==> config.mk <==
export PLATFORM = sky130hd
export DESIGN_NAME = curve_lut_writer
export DESIGN_NICKNAME = d
export VERILOG_FILES = /design/src/rtl/curve_lut_pkg.sv /design/src/rtl/curve_lut_clamp.sv /design/src/rtl/curve_lut_writer.sv
export SDC_FILE = /design/constraint.sdc
export NUM_CORES = 2
export LEC_CHECK = 0
export CAP_MARGIN = 0
export CORE_AREA = 5 5 577 579
export DETAILED_ROUTE_END_ITERATION = 8
export DIE_AREA = 0 0 582 584
export PLACE_DENSITY = 0.65
export SKIP_CTS_REPAIR_TIMING = 1
export SLEW_MARGIN = 0
export SYNTH_ARGS = -nofsm -noshare
export SYNTH_HDL_FRONTEND = slang
export SYNTH_SLANG_ARGS = --single-unit
==> constraint.sdc <==
create_clock -name clk -period 3.2 [get_ports clk]
set_input_delay 0.32 -clock clk [delete_from_list [all_inputs] [get_ports clk]]
set_output_delay 0.32 -clock clk [all_outputs]
set_load 0.05 [all_outputs]
==> src/rtl/curve_lut_pkg.sv <==
// Shared types and default geometry for the run-time programmable tone-curve LUT.
// The fixed-ROM variant reuses the same constants and clamp module.
package curve_lut_pkg;

  typedef enum logic [1:0] {
    IDLE  = 2'd0,
    LOAD  = 2'd1,
    READY = 2'd2
  } state_t;

  localparam int CURVE_WIDTH     = 16;
  localparam int CURVE_DEPTH     = 255;
  localparam int CURVE_ADDR_W    = 8;
  localparam int CURVE_CLAMP_MAX = 1023;

endpackage

==> src/rtl/curve_lut_clamp.sv <==
// Combinational signed clamp of a lookup value to [0, CLAMP_MAX], then saturation
// to the last table address. Shared with the fixed-ROM curve variant.
module curve_lut_clamp
  import curve_lut_pkg::*;
#(
  parameter int WIDTH     = CURVE_WIDTH,
  parameter int DEPTH     = CURVE_DEPTH,
  parameter int ADDR_W    = CURVE_ADDR_W,
  parameter int CLAMP_MAX = CURVE_CLAMP_MAX
) (
  input  logic [WIDTH-1:0]  i_value,
  output logic [ADDR_W-1:0] o_addr
);

  logic signed [31:0] w_ext;
  logic signed [31:0] w_c1;
  logic signed [31:0] w_c2;

  // Work in 32-bit signed so CLAMP_MAX may exceed the WIDTH-bit range.
  assign w_ext  = 32'(signed'(i_value));
  assign w_c1   = (w_ext > CLAMP_MAX) ? CLAMP_MAX : w_ext;
  assign w_c2   = (w_c1 < 0) ? 32'sd0 : w_c1;
  assign o_addr = (w_c2 > (DEPTH - 1)) ? ADDR_W'(DEPTH - 1) : ADDR_W'(w_c2);

endmodule

==> src/rtl/curve_lut_writer.sv <==
// Loadable tone-curve LUT: entries stream in through a valid/ready write port,
// then clamped lookups are served with one cycle of registered latency.
module curve_lut_writer
  import curve_lut_pkg::*;
#(
  parameter int WIDTH     = CURVE_WIDTH,
  parameter int DEPTH     = CURVE_DEPTH,
  parameter int ADDR_W    = CURVE_ADDR_W,
  parameter int CLAMP_MAX = CURVE_CLAMP_MAX
) (
  input  logic             clk,
  input  logic             rst,
  input  logic             load_start,
  input  logic             wr_valid,
  output logic             wr_ready,
  input  logic [WIDTH-1:0] wr_data,
  output logic             load_done,
  output logic             table_ready,
  input  logic             lk_valid,
  output logic             lk_ready,
  input  logic [WIDTH-1:0] lk_in,
  output logic             out_valid,
  output logic [WIDTH-1:0] out_data,
  output state_t           dbg_state
);

  // Handshakes: a transfer happens on a rising edge where valid and ready are
  // both high; ready is registered and never depends on the same-cycle valid.

  state_t            r_state;
  logic [ADDR_W-1:0] r_wr_ptr;
  logic              r_wr_ready;
  logic              r_load_done;
  logic              r_table_ready;
  logic              r_lk_ready;
  logic              r_out_valid;
  logic [WIDTH-1:0]  r_out_data;
  logic [WIDTH-1:0]  r_mem [DEPTH];

  logic              w_wr_en;
  logic              w_lk_acc;
  logic [ADDR_W-1:0] w_lk_addr;

  // load_start wins over a same-cycle write, so the entry is dropped.
  assign w_wr_en  = ~rst & (r_state == LOAD) & r_wr_ready & wr_valid & ~load_start;
  assign w_lk_acc = lk_valid & r_lk_ready;

  curve_lut_clamp #(
    .WIDTH     (WIDTH),
    .DEPTH     (DEPTH),
    .ADDR_W    (ADDR_W),
    .CLAMP_MAX (CLAMP_MAX)
  ) u_clamp (
    .i_value (lk_in),
    .o_addr  (w_lk_addr)
  );

  always_ff @(posedge clk) begin
    if (w_wr_en) begin
      r_mem[r_wr_ptr] <= wr_data;
    end
  end

  always_ff @(posedge clk) begin
    if (rst) begin
      r_state       <= IDLE;
      r_wr_ptr      <= '0;
      r_wr_ready    <= 1'b0;
      r_load_done   <= 1'b0;
      r_table_ready <= 1'b0;
      r_lk_ready    <= 1'b0;
      r_out_valid   <= 1'b0;
      r_out_data    <= '0;
    end else begin
      r_load_done <= 1'b0;
      case (r_state)
        IDLE: begin
          if (load_start) begin
            r_state    <= LOAD;
            r_wr_ptr   <= '0;
            r_wr_ready <= 1'b1;
          end
        end
        LOAD: begin
          if (load_start) begin
            r_wr_ptr <= '0;
          end else if (w_wr_en) begin
            if (r_wr_ptr == ADDR_W'(DEPTH - 1)) begin
              r_state       <= READY;
              r_wr_ptr      <= '0;
              r_wr_ready    <= 1'b0;
              r_load_done   <= 1'b1;
              r_table_ready <= 1'b1;
              r_lk_ready    <= 1'b1;
            end else begin
              r_wr_ptr <= r_wr_ptr + ADDR_W'(1);
            end
          end
        end
        READY: begin
          if (load_start) begin
            r_state       <= LOAD;
            r_wr_ptr      <= '0;
            r_wr_ready    <= 1'b1;
            r_table_ready <= 1'b0;
            r_lk_ready    <= 1'b0;
          end
        end
        default: begin
          r_state       <= IDLE;
          r_wr_ptr      <= '0;
          r_wr_ready    <= 1'b0;
          r_table_ready <= 1'b0;
          r_lk_ready    <= 1'b0;
        end
      endcase

      // Lookup accepted alongside load_start in READY is still served.
      if (w_lk_acc) begin
        r_out_valid <= 1'b1;
        r_out_data  <= r_mem[w_lk_addr];
      end else begin
        r_out_valid <= 1'b0;
      end
    end
  end

  assign wr_ready    = r_wr_ready;
  assign load_done   = r_load_done;
  assign table_ready = r_table_ready;
  assign lk_ready    = r_lk_ready;
  assign out_valid   = r_out_valid;
  assign out_data    = r_out_data;
  assign dbg_state   = r_state;

endmodule
==> impl_metrics.ini <==
[floorplanning]
die_h_um = 584
rows = 210
die_area_um2 = 340000
initial_core_util_pct = 49.9
ioPinCount = 60
coreArea_um2 = 327000
die_w_um = 582

[yosys]
synth_edf_count = 4080
ys_warn_count = 0
synth_top_area_share_pct = 75.2
syn_area_per_cell_um2 = 14.6
syn-num-nets = 11200
synthArstFlopShare_pct = 0
ys_seq_elements = 4110
synthTopCellsByArea = edfxtp_1 75%, nand2_1 5.7%, mux2i_1 5.4%
synth_area_um2 = 163000
ys_seq_area_share_pct = 75.6
ys.flop_type = edfxtp_1
synth_area_leader_cell = edfxtp_1
synthCells = 11200
synth_cell_types = 86

[grt]
antenna_found_initial = 42
track_usage_pct = 32.3
grt_first_pass_wirelength_um = 785000
grt_max_degree = 119
overflow = 0
grt_pass1_vias = 105000

[power]
clock_power_share_pct = 42.4
p_int_uw = 87500
switching_share_pct = 21.8
power.leakage_uw = 0.0700
p_seq_share_pct = 52.8
p_per_area_nw_per_um2 = 561
p_switching_uw = 24400
comb_power_share_pct = 4.8
peakVddDrop_uv = 454

[clock_network]
cts_max_path_buffers = 4
clock-sinks = 4110
htreeDepth = 5
cts_root_buf = clkbuf_16
clock_latency_ps = 1010
clk_pin_slew_ps = 60
cts_buffers = 419
cts_tree = done

[worst_setup_path]
rrSetupSlack_ps = 460
crit_start = lk_in[3]
r2r-end = r_mem[62][2]
cpMostUsedCell = buf_4
end_kind = flop
worstPathMaxFanout = 19
required_ps = 4090
critPathSlowestCell = clkdlybuf4s50_1
worstPathArrival_ps = 4170
critPathKind = primary input to flop
startpoint_type = primary input
max_stage_delay_ps = 460
path_cells = clkdlybuf4s50_1 > buf_4 > buf_4 > nor2b_1 > nand4_1 > buf_4 > nor2_1 > buf_4 > a31oi_1 > nand3_1 > nor4_1 > buf_4 > a211oi_4 > buf_12 > a31oi_4 > buf_6 > o21a_1
setup.worst_path.end = out_data[6]
r2r_cells = 6
r2r_start = r_wr_ptr[0]

[sta]
worstMarginPinSlew_ps = 1130
max_freq_ghz = 0.305
post-route-period-util_pct = 102
fin_crit_ps = 3280
setup_viol = 4
slew_violations = 0
slew_headroom_pct = 24.6
final_hold_viol_count = 0
timing.final.ws_setup_ps = -78.1
setup_tns_ps = -226
clock_skew_ps = 81.5
rsz0062_at_grt = yes

[place]
place_area_um2 = 185000
dp_hpwl_um = 370000
portBuffers = 59
gp_congestion = 1.01

[layout]
area_delta_synth_final_pct = 22.6
design_area_um2 = 200000
mostFrequentLayoutCells = 4,080 x edfxtp_1, 2,461 x nand2_1, 1,264 x buf_4, 964 x nand3_1, 877 x mux2i_1
fin_nets = 12800
drive_gt1_share_pct = 19.7
utilization_pct = 61.1
final_common_cell = edfxtp_1

[run_status]
violations = setup timing
status = finished, violations left

[worst_hold_path]
hold_path.class = primary input to flop

[route]
drtAntennaViolNets = 0
drt_iter0_drc = 18500
dr.pass1.iters = 7
viasPerCell = 6.32
avgRoutedWirePerCell_um = 32.5
vias = 110000
finalWirelength_um = 566000
drc_errors = 0

[flow_run]
maxCapViolCount = 0
-- routing by layer --
metal  part of all wire [%]  GRT usage [%]  up-vias
met5                  0.017              0        -
met4                    6.4           17.5       14
met3                     13           8.24     1398
met2                     44           48.4     7848
met1                     36           43.7    55200
li1                       -              -    45600
-- logic make-up after synthesis --
family,share of synthesized area [%]
and+or+nand+nor,10.7
DFF,75.6
buffers and inverters,2.17
xor gates and xnor gates,0.0376
AOI/OAI and AO/OA,5.46
muxes,6.06
adders and majority gates,0.0307
-- state kept, by name (all words and copies together) (netlist names) --
signal,cells
r_mem,4080
out_data,16
r_wr_ptr,8
dbg_state,2
lk_ready,1
load_done,1
out_valid,1
wr_ready,1
-- synth_stat cells (96+ instances only) --
library cell / n
o22ai_1: 110
nand2_1: 2466
nor2_1: 348
nand3_1: 973
a32oi_1: 96
buf_2: 381
clkbuf_1: 240
mux2i_1: 877
edfxtp_1: 4080
a31oi_1: 142
a211oi_1: 113
o21ai_0: 113
a21oi_1: 369
-- layout make-up --
cell class	instances	area, um2
fillers	24000	127000
flip-flops and latches	4110	123000
multi-input cells	6334	37200
repair buffers	1854	20600
clock buffers	512	10900
well taps	4346	5440
clock inverters	245	2270
diodes	19	47.5
inverters	8	32.5
-- worst min path at each step --
stage	slack, ps	from	cells past startpoint	endpoint
after CTS	-340	wr_data[5]	1	r_mem[144][5]
after floorplan	420	wr_data[0]	0	r_mem[0][0]
final	60	wr_data[9]	1	r_mem[139][9]
after global routing	70	wr_data[9]	1	r_mem[139][9]
after global placement	460	wr_ready	2	wr_ready
after detailed placement	500	wr_ready	2	wr_ready
-- worst max-delay path: cells and delay by family --
family | cells | cell delay, ps
buf+inv | 8 | 2000
compound gates | 4 | 640
simple gates | 5 | 1160
-- stage by stage --
step,total power [uW],setup slack (ps),hold WS (ps),std cells
finish,112000,-78.1,56.9,17400
floorplan,62000,208,419,11200
CTS,112000,-890,-337,17300
detailed placement,65300,-1930,495,16600
global placement,65200,-2540,462,16600
global route,115000,-34.5,74.6,17400
-- power by group through the flow --
stage                     Combinational (uW)  Clock (uW)  Sequential, uW
after global routing                    5460       50200           59100
after CTS                               5060       47800           59200
after floorplan                         1640           0           60300
final                                   5350       47500           59200
after detailed placement                5040           0           60300
after global placement                  4950           0           60300
No activity file was read; power rests on OpenSTA's default activity.
